### src/rtl/sw_debouncer_if.sv
// Switch-conditioning bus: raw pins in, debounced level and edge strobes out.
// Ports: sw_raw (raw asynchronous pins), sw (debounced level),
//        sw_rise / sw_fall (one-cycle per-bit strobes), sw_changed (OR of all strobes).
interface sw_debouncer_if #(
    parameter int WIDTH = 3
);
    logic [WIDTH-1:0] sw_raw;
    logic [WIDTH-1:0] sw;
    logic [WIDTH-1:0] sw_rise;
    logic [WIDTH-1:0] sw_fall;
    logic             sw_changed;

    // master: whoever owns the pins and consumes the conditioned result
    modport master (
        output sw_raw,
        input  sw,
        input  sw_rise,
        input  sw_fall,
        input  sw_changed
    );

    // slave: the debouncer itself
    modport slave (
        input  sw_raw,
        output sw,
        output sw_rise,
        output sw_fall,
        output sw_changed
    );
endinterface

### src/rtl/sw_debouncer.sv
// Purpose: 2-flop synchronise raw switch pins, then debounce each bit independently.
// Latency: a raw change held steady appears on sw (with one strobe cycle) DEBOUNCE_CYCLES+2 edges later.
// Backpressure: none; free-running, outputs are registered levels/pulses every cycle.
// Ports: clk, reset (sync, active-high), bus (slave modport: sw_raw in; sw, sw_rise, sw_fall, sw_changed out).
module sw_debouncer #(
    parameter int WIDTH           = 3,
    parameter int DEBOUNCE_CYCLES = 100000
) (
    input  logic           clk,
    input  logic           reset,
    sw_debouncer_if.slave  bus
);
    localparam int               CNT_W    = $clog2(DEBOUNCE_CYCLES);
    localparam logic [CNT_W-1:0] CNT_LAST = CNT_W'(DEBOUNCE_CYCLES - 1);

    typedef enum logic {
        ST_STABLE = 1'b0,
        ST_CHECK  = 1'b1
    } state_e;

    logic [WIDTH-1:0]            sync1_q,  sync1_d;
    logic [WIDTH-1:0]            sync2_q,  sync2_d;
    logic [WIDTH-1:0]            sw_q,     sw_d;
    logic [WIDTH-1:0]            rise_q,   rise_d;
    logic [WIDTH-1:0]            fall_q,   fall_d;
    logic                        changed_q, changed_d;
    state_e [WIDTH-1:0]          state_q,  state_d;
    logic [WIDTH-1:0][CNT_W-1:0] cnt_q,    cnt_d;

    always_comb begin
        sync1_d = bus.sw_raw;
        sync2_d = sync1_q;
        sw_d    = sw_q;
        rise_d  = '0;
        fall_d  = '0;
        state_d = state_q;
        cnt_d   = cnt_q;

        for (int i = 0; i < WIDTH; i++) begin
            case (state_q[i])
                ST_STABLE: begin
                    if (sync2_q[i] != sw_q[i]) begin
                        // this edge is the first of the stability window
                        state_d[i] = ST_CHECK;
                        cnt_d[i]   = CNT_W'(1);
                    end else begin
                        cnt_d[i] = '0;
                    end
                end
                ST_CHECK: begin
                    if (sync2_q[i] == sw_q[i]) begin
                        // input fell back before the window completed: drop it silently
                        state_d[i] = ST_STABLE;
                        cnt_d[i]   = '0;
                    end else if (cnt_q[i] == CNT_LAST) begin
                        sw_d[i]    = sync2_q[i];
                        rise_d[i]  = sync2_q[i];
                        fall_d[i]  = ~sync2_q[i];
                        state_d[i] = ST_STABLE;
                        cnt_d[i]   = '0;
                    end else begin
                        cnt_d[i] = cnt_q[i] + CNT_W'(1);
                    end
                end
                default: begin
                    state_d[i] = ST_STABLE;
                    cnt_d[i]   = '0;
                end
            endcase
        end

        changed_d = |(rise_d | fall_d);
    end

    always_ff @(posedge clk) begin
        if (reset) begin
            sync1_q   <= '0;
            sync2_q   <= '0;
            sw_q      <= '0;
            rise_q    <= '0;
            fall_q    <= '0;
            changed_q <= 1'b0;
            cnt_q     <= '0;
            for (int i = 0; i < WIDTH; i++) begin
                state_q[i] <= ST_STABLE;
            end
        end else begin
            sync1_q   <= sync1_d;
            sync2_q   <= sync2_d;
            sw_q      <= sw_d;
            rise_q    <= rise_d;
            fall_q    <= fall_d;
            changed_q <= changed_d;
            cnt_q     <= cnt_d;
            state_q   <= state_d;
        end
    end

    assign bus.sw         = sw_q;
    assign bus.sw_rise    = rise_q;
    assign bus.sw_fall    = fall_q;
    assign bus.sw_changed = changed_q;
endmodule

### src/flat_wrapper.sv
// flat-port wrapper written by rule: the top's interface ports become plain ports
module sw_debouncer_flat 
#(
    parameter int WIDTH           = 3,
    parameter int DEBOUNCE_CYCLES = 100000
)
  (clk, reset, bus_sw_raw, bus_sw, bus_sw_rise, bus_sw_fall, bus_sw_changed);
  sw_debouncer_if #(.WIDTH(WIDTH)) bus_i ();
  input  logic clk;
  input  logic reset;
  input wire logic [$bits(bus_i.sw_raw)-1:0] bus_sw_raw;
  output wire logic [$bits(bus_i.sw)-1:0] bus_sw;
  output wire logic [$bits(bus_i.sw_rise)-1:0] bus_sw_rise;
  output wire logic [$bits(bus_i.sw_fall)-1:0] bus_sw_fall;
  output wire logic [$bits(bus_i.sw_changed)-1:0] bus_sw_changed;
  assign bus_i.sw_raw = bus_sw_raw;
  assign bus_sw = bus_i.sw;
  assign bus_sw_rise = bus_i.sw_rise;
  assign bus_sw_fall = bus_i.sw_fall;
  assign bus_sw_changed = bus_i.sw_changed;
  sw_debouncer #(.WIDTH(WIDTH), .DEBOUNCE_CYCLES(DEBOUNCE_CYCLES)) u_core (.clk(clk), .reset(reset), .bus(bus_i));
endmodule
### config.mk
export PLATFORM = sky130hd
export DESIGN_NAME = sw_debouncer_flat
export DESIGN_NICKNAME = d
export VERILOG_FILES = /design/src/rtl/sw_debouncer_if.sv /design/src/rtl/sw_debouncer.sv /design/src/flat_wrapper.sv
export SDC_FILE = /design/constraint.sdc
export NUM_CORES = 1
export LEC_CHECK = 0
export CORE_MARGIN = 2
export CORE_UTILIZATION = 53
export CTS_BUF_LIST = sky130_fd_sc_hd__clkbuf_4
export DETAILED_ROUTE_END_ITERATION = 10
export GPL_TIMING_DRIVEN = 0
export PLACE_DENSITY = 0.79
export SLEW_MARGIN = 25
export SYNTH_ARGS = -nofsm -noshare
export SYNTH_HDL_FRONTEND = slang
export SYNTH_SLANG_ARGS = --single-unit
### constraint.sdc
create_clock -name clk -period 2.3 [get_ports clk]
set_clock_uncertainty 0.1 [all_clocks]
set_input_delay 0.23 -clock clk [delete_from_list [all_inputs] [get_ports clk]]
set_output_delay 0.23 -clock clk [all_outputs]
set_load 0.01 [all_outputs]
-- After elaboration in Yosys (flattened, before gate mapping)
Index checks and enable logic that the tools add are counted.
- logic and storage cells: 82
- output and inout port bits: 10
- input port bits: 5
- register bits after elaboration: 70
- reductions and logical operators: 4
- add/subtract/negate cells: 3
- eq/ne operators: 9
- bitwise logic cells: 10
- multiplexer cells: 42
- operators with widths (operator ; count):
    two-way mux 17 bit ; 6
    case mux 17 bit (2 select lines) ; 3
    adder 17 x 1 -> 17 bit (second input constant) ; 3
    == test 17 bit (second input constant) ; 3
    two-way mux 1 bit ; 30
    inverter 1 bit ; 9
    AND reduction 3 bit ; 3
    case mux 1 bit (2 select lines) ; 3
    == test 1 bit ; 3
    inequality test 1 bit ; 3
    OR 3 bit ; 1
    OR reduction 3 bit ; 1

-- Depth between registers and ports, before layout
- depth in word-level cells: 6
- depth in mapped cells: 6
- mapped depth without buffers: 5

-- Least setup slack after synthesis
Ideal clock, no wire load.
- path type: register to register
- start point: register u_core.cnt_q[5] (netlist name)
- end point: register u_core.cnt_q[10] (netlist name)
- arrival: 1.636 ns
- data required time: 2.085 ns
- path buffers: 1
- period minus slack after synthesis: 1.850 ns
- setup slack: 0.450 ns
- stages on the path, launching flop included: 6
- setup time: 0.115 ns
- cell sequence: dfxtp_1 > or4b_4 > nor4_4 > nand3b_4 > buf_8 > nor2_1
- word-level cells in the longest chain between the ends: 4
- elaborated cells on any way between the ends: 5
- classes of those cells: 1 x add/sub; 1 x eq/ne; 3 x mux
- RTL lines (what ; RTL line ; source):
    from (decl) ; sw_debouncer.sv:28 ; logic [WIDTH-1:0][CNT_W-1:0] cnt_q, cnt_d;
    from (signal assigned) ; sw_debouncer.sv:94 ; cnt_q <= cnt_d;
    adder 17 x 1 -> 17 bit / == test 17 bit (equally long branches) ; sw_debouncer.sv:62, sw_debouncer.sv:55 ;
    two-way mux 17 bit * ; sw_debouncer.sv:55 ; end else if (cnt_q[i] == CNT_LAST) begin
    two-way mux 17 bit * ; sw_debouncer.sv:51 ; if (sync2_q[i] == sw_q[i]) begin
    case mux 17 bit (2 select lines) * ; sw_debouncer.sv:40 ; case (state_q[i])
Every way passes the cells marked *; elsewhere a longest branch is shown, timed or not.
A chain may end at the register's enable or synchronous reset.

-- Worst setup path in the final report
- start point: register u_core.cnt_q[5] (netlist name)
- end point: register u_core.cnt_q[13] (netlist name)
Same word-level chain as after synthesis.

==> results_dict.tcl <==
set metrics [dict create \
    cp.arrival_ps 2270 \
    fin_nets 358 \
    grt_use_total_pct 18.4 \
    clockBufferDepth 2 \
    dpl.hpwl_mm 3.83 \
    die_h_um 79.1 \
    ant_nets 0 \
    cts_tree "yes" \
    syn_nets 333 \
    setup_tns_ps 0 \
    worst_pin_slew_ps 455 \
    end_kind "flip-flop" \
    layout-drive-gt1-share_pct 9.01 \
    avgSynthCellArea_um2 9.19 \
    grt_max_degree 13 \
    drv_cap 0 \
    boundaryPins 15 \
    grt_pass1_vias 2091 \
    synth_top_area_share_pct 46.9 \
    synth-main-ff-cell "dfxtp_1" \
    yosys_warnings 0 \
    clock_latency_ps 400 \
    holdBufCountCts 0 \
    relSlewSlack_pct 69.4 \
    min_path_type "primary input to flip-flop" \
    clock-sinks 70 \
    synth_area_leaders "dfxtp_1 (47%), xnor2_1 (7.9%), nor2_1 (6.5%)" \
    antenna_found_initial 0 \
    critPathMaxFanout 10 \
    route.vias.total 2330 \
    initial_utilization_pct 54.5 \
    period_needed_ps 2070 \
    drt_iter0_drc 95 \
    htree_levels 3 \
    r2r_setup_slack_ps 230 \
    grt_pass1_wl_mm 9.19 \
    synth_edf_count 0 \
    synth_most_common_cell "dfxtp_1" \
    drc 0 \
    synth_area_leader_cell "dfxtp_1" \
    syn_to_final_growth_pct 12.3 \
    fp.dieW_um 79.1 \
    io_buffers 14 \
    synth_area_um2 2990 \
    fmax_mhz 482 \
    p_leak_nw 1.05 \
    synthArstFlopShare_pct 0 \
    yosysSeqAreaShare_pct 46.9 \
    crit_type "flip-flop to flip-flop" \
    gp_congestion 0.914 \
    yosys-top-cells-count "dfxtp_1 (70), nor2_1 (52), xnor2_1 (27)" \
    rsz0062_at_grt "false" \
    status "completed" \
    p_per_area_nw_per_um2 595 \
    synth_cell_types 41 \
    coreArea_um2 5470 \
    postCtsResizedCells 0 \
    routed_wl_mm 5.37 \
    cts_root_buf "clkbuf_4" \
    p_total_mw 1.99 \
    post_cts_buffers 0 \
    drt_first_pass_iters 4 \
    routedWlPerCell_um 12.6 \
    maxSlewViolCount 0 \
    vdd_drop_max_mv 0.525 \
    period_share_pct 90.1 \
    ys_seq_elements 70 \
    hold_violations 0 \
    synth_cells 325 \
    antennaDiodeCount 0 \
    row_count 27 \
    critPathRequiredTime_ps 2500 \
    grt-ovfl-total 0 \
    dieArea_um2 6250 \
    startpoint_type "flip-flop" \
    clkTransAtPathRegs_ps 110 \
    vias_per_cell 5.46 \
    setup_violations 0 \
    cts_buffers 9 \
]
## path summary, 6_finish.rpt
path,start,endpoint,cells past startpoint
worst max-delay path,u_core.cnt_q[5],u_core.cnt_q[13],5
worst min-delay path,bus_sw_raw[1],u_core.sync1_q[1],2
worst max register to register,u_core.cnt_q[5],u_core.cnt_q[13],5
worst min register to register,u_core.sync1_q[0],u_core.sync2_q[0],1
## registers in the layout, summed over array words and instances (netlist names)
register and count:
u_core.sync2_q 3, u_core.bus.sw 3, u_core.bus.sw_fall 3, u_core.bus.sw_changed 1, u_core.cnt_q 51, u_core.sync1_q 3, u_core.state_q 3, u_core.bus.sw_rise 3
## cells by family after synthesis
family / share of synthesized area (%)
flops: 46.9
fa+ha+maj: 1.26
compound gates: 6.33
simple gates: 30.4
buf+inv: 2.72
xor+xnor: 12.3
## critical path: stages (launching register included)
cell	delay (ps)
dfxtp_1	390
or4b_4	570
nor4_4	460
nand3b_4	270
buf_8	140
nor2_1	50
## metrics by stage
stage	util, %	std cells	instance area [um^2]	hold slack (ps)	worst slack [ps]
global route	61.3	427	3350	236	25.4
detailed placement	58.8	411	3220	325	70.2
global placement	58.8	411	3220	317	72.9
finish	61.3	427	3350	269	227
floorplan	-	325	2990	202	450
CTS	61.2	427	3350	240	26.2
## cell type report
type                            count  area (um^2)
Sequential cell                    70         1400
Clock inverter                      7         65.1
Tap cell                           72         90.1
Timing Repair Buffer               14          140
Buffer                              5         40.0
Clock buffer                        9         67.6
Multi-Input combinational cell    239         1510
Fill cell                         477         2120
Inverter                           11         41.3
## power by group
group	switching (mW)	internal, mW
clock network	0.421	0.324
logic	0.0101	0.0133
registers	0.00683	1.22
## cells in the final DEF, fill, tap and decap left out, drive strengths merged, types with 3 or more instances in the layout
cell type       n
inv            11
nand4          17
o31ai           4
a21boi          3
and4            3
buf             4
or4             6
nor4           10
clkinv          5
nor3           11
xor2           15
clkdlybuf4s50  14
xnor2          27
nor2           52
ha              3
clkbuf         10
nand2          13
or3             5
nand3          26
dfxtp          70
a21oi           9
nor2b           7
o21ai           4
and2            3
and3            4
## routing by layer
layer / track usage (%) / vias to the layer above / part of all wire, %
met5: 0 / - / 0
met4: 6.38 / 0 / 1.0
met3: 5.80 / 6 / 3.9
met2: 28.3 / 48 / 46
met1: 24.6 / 1075 / 49
li1: - / 1201 / -
No activity file was read; power rests on OpenSTA's default activity.
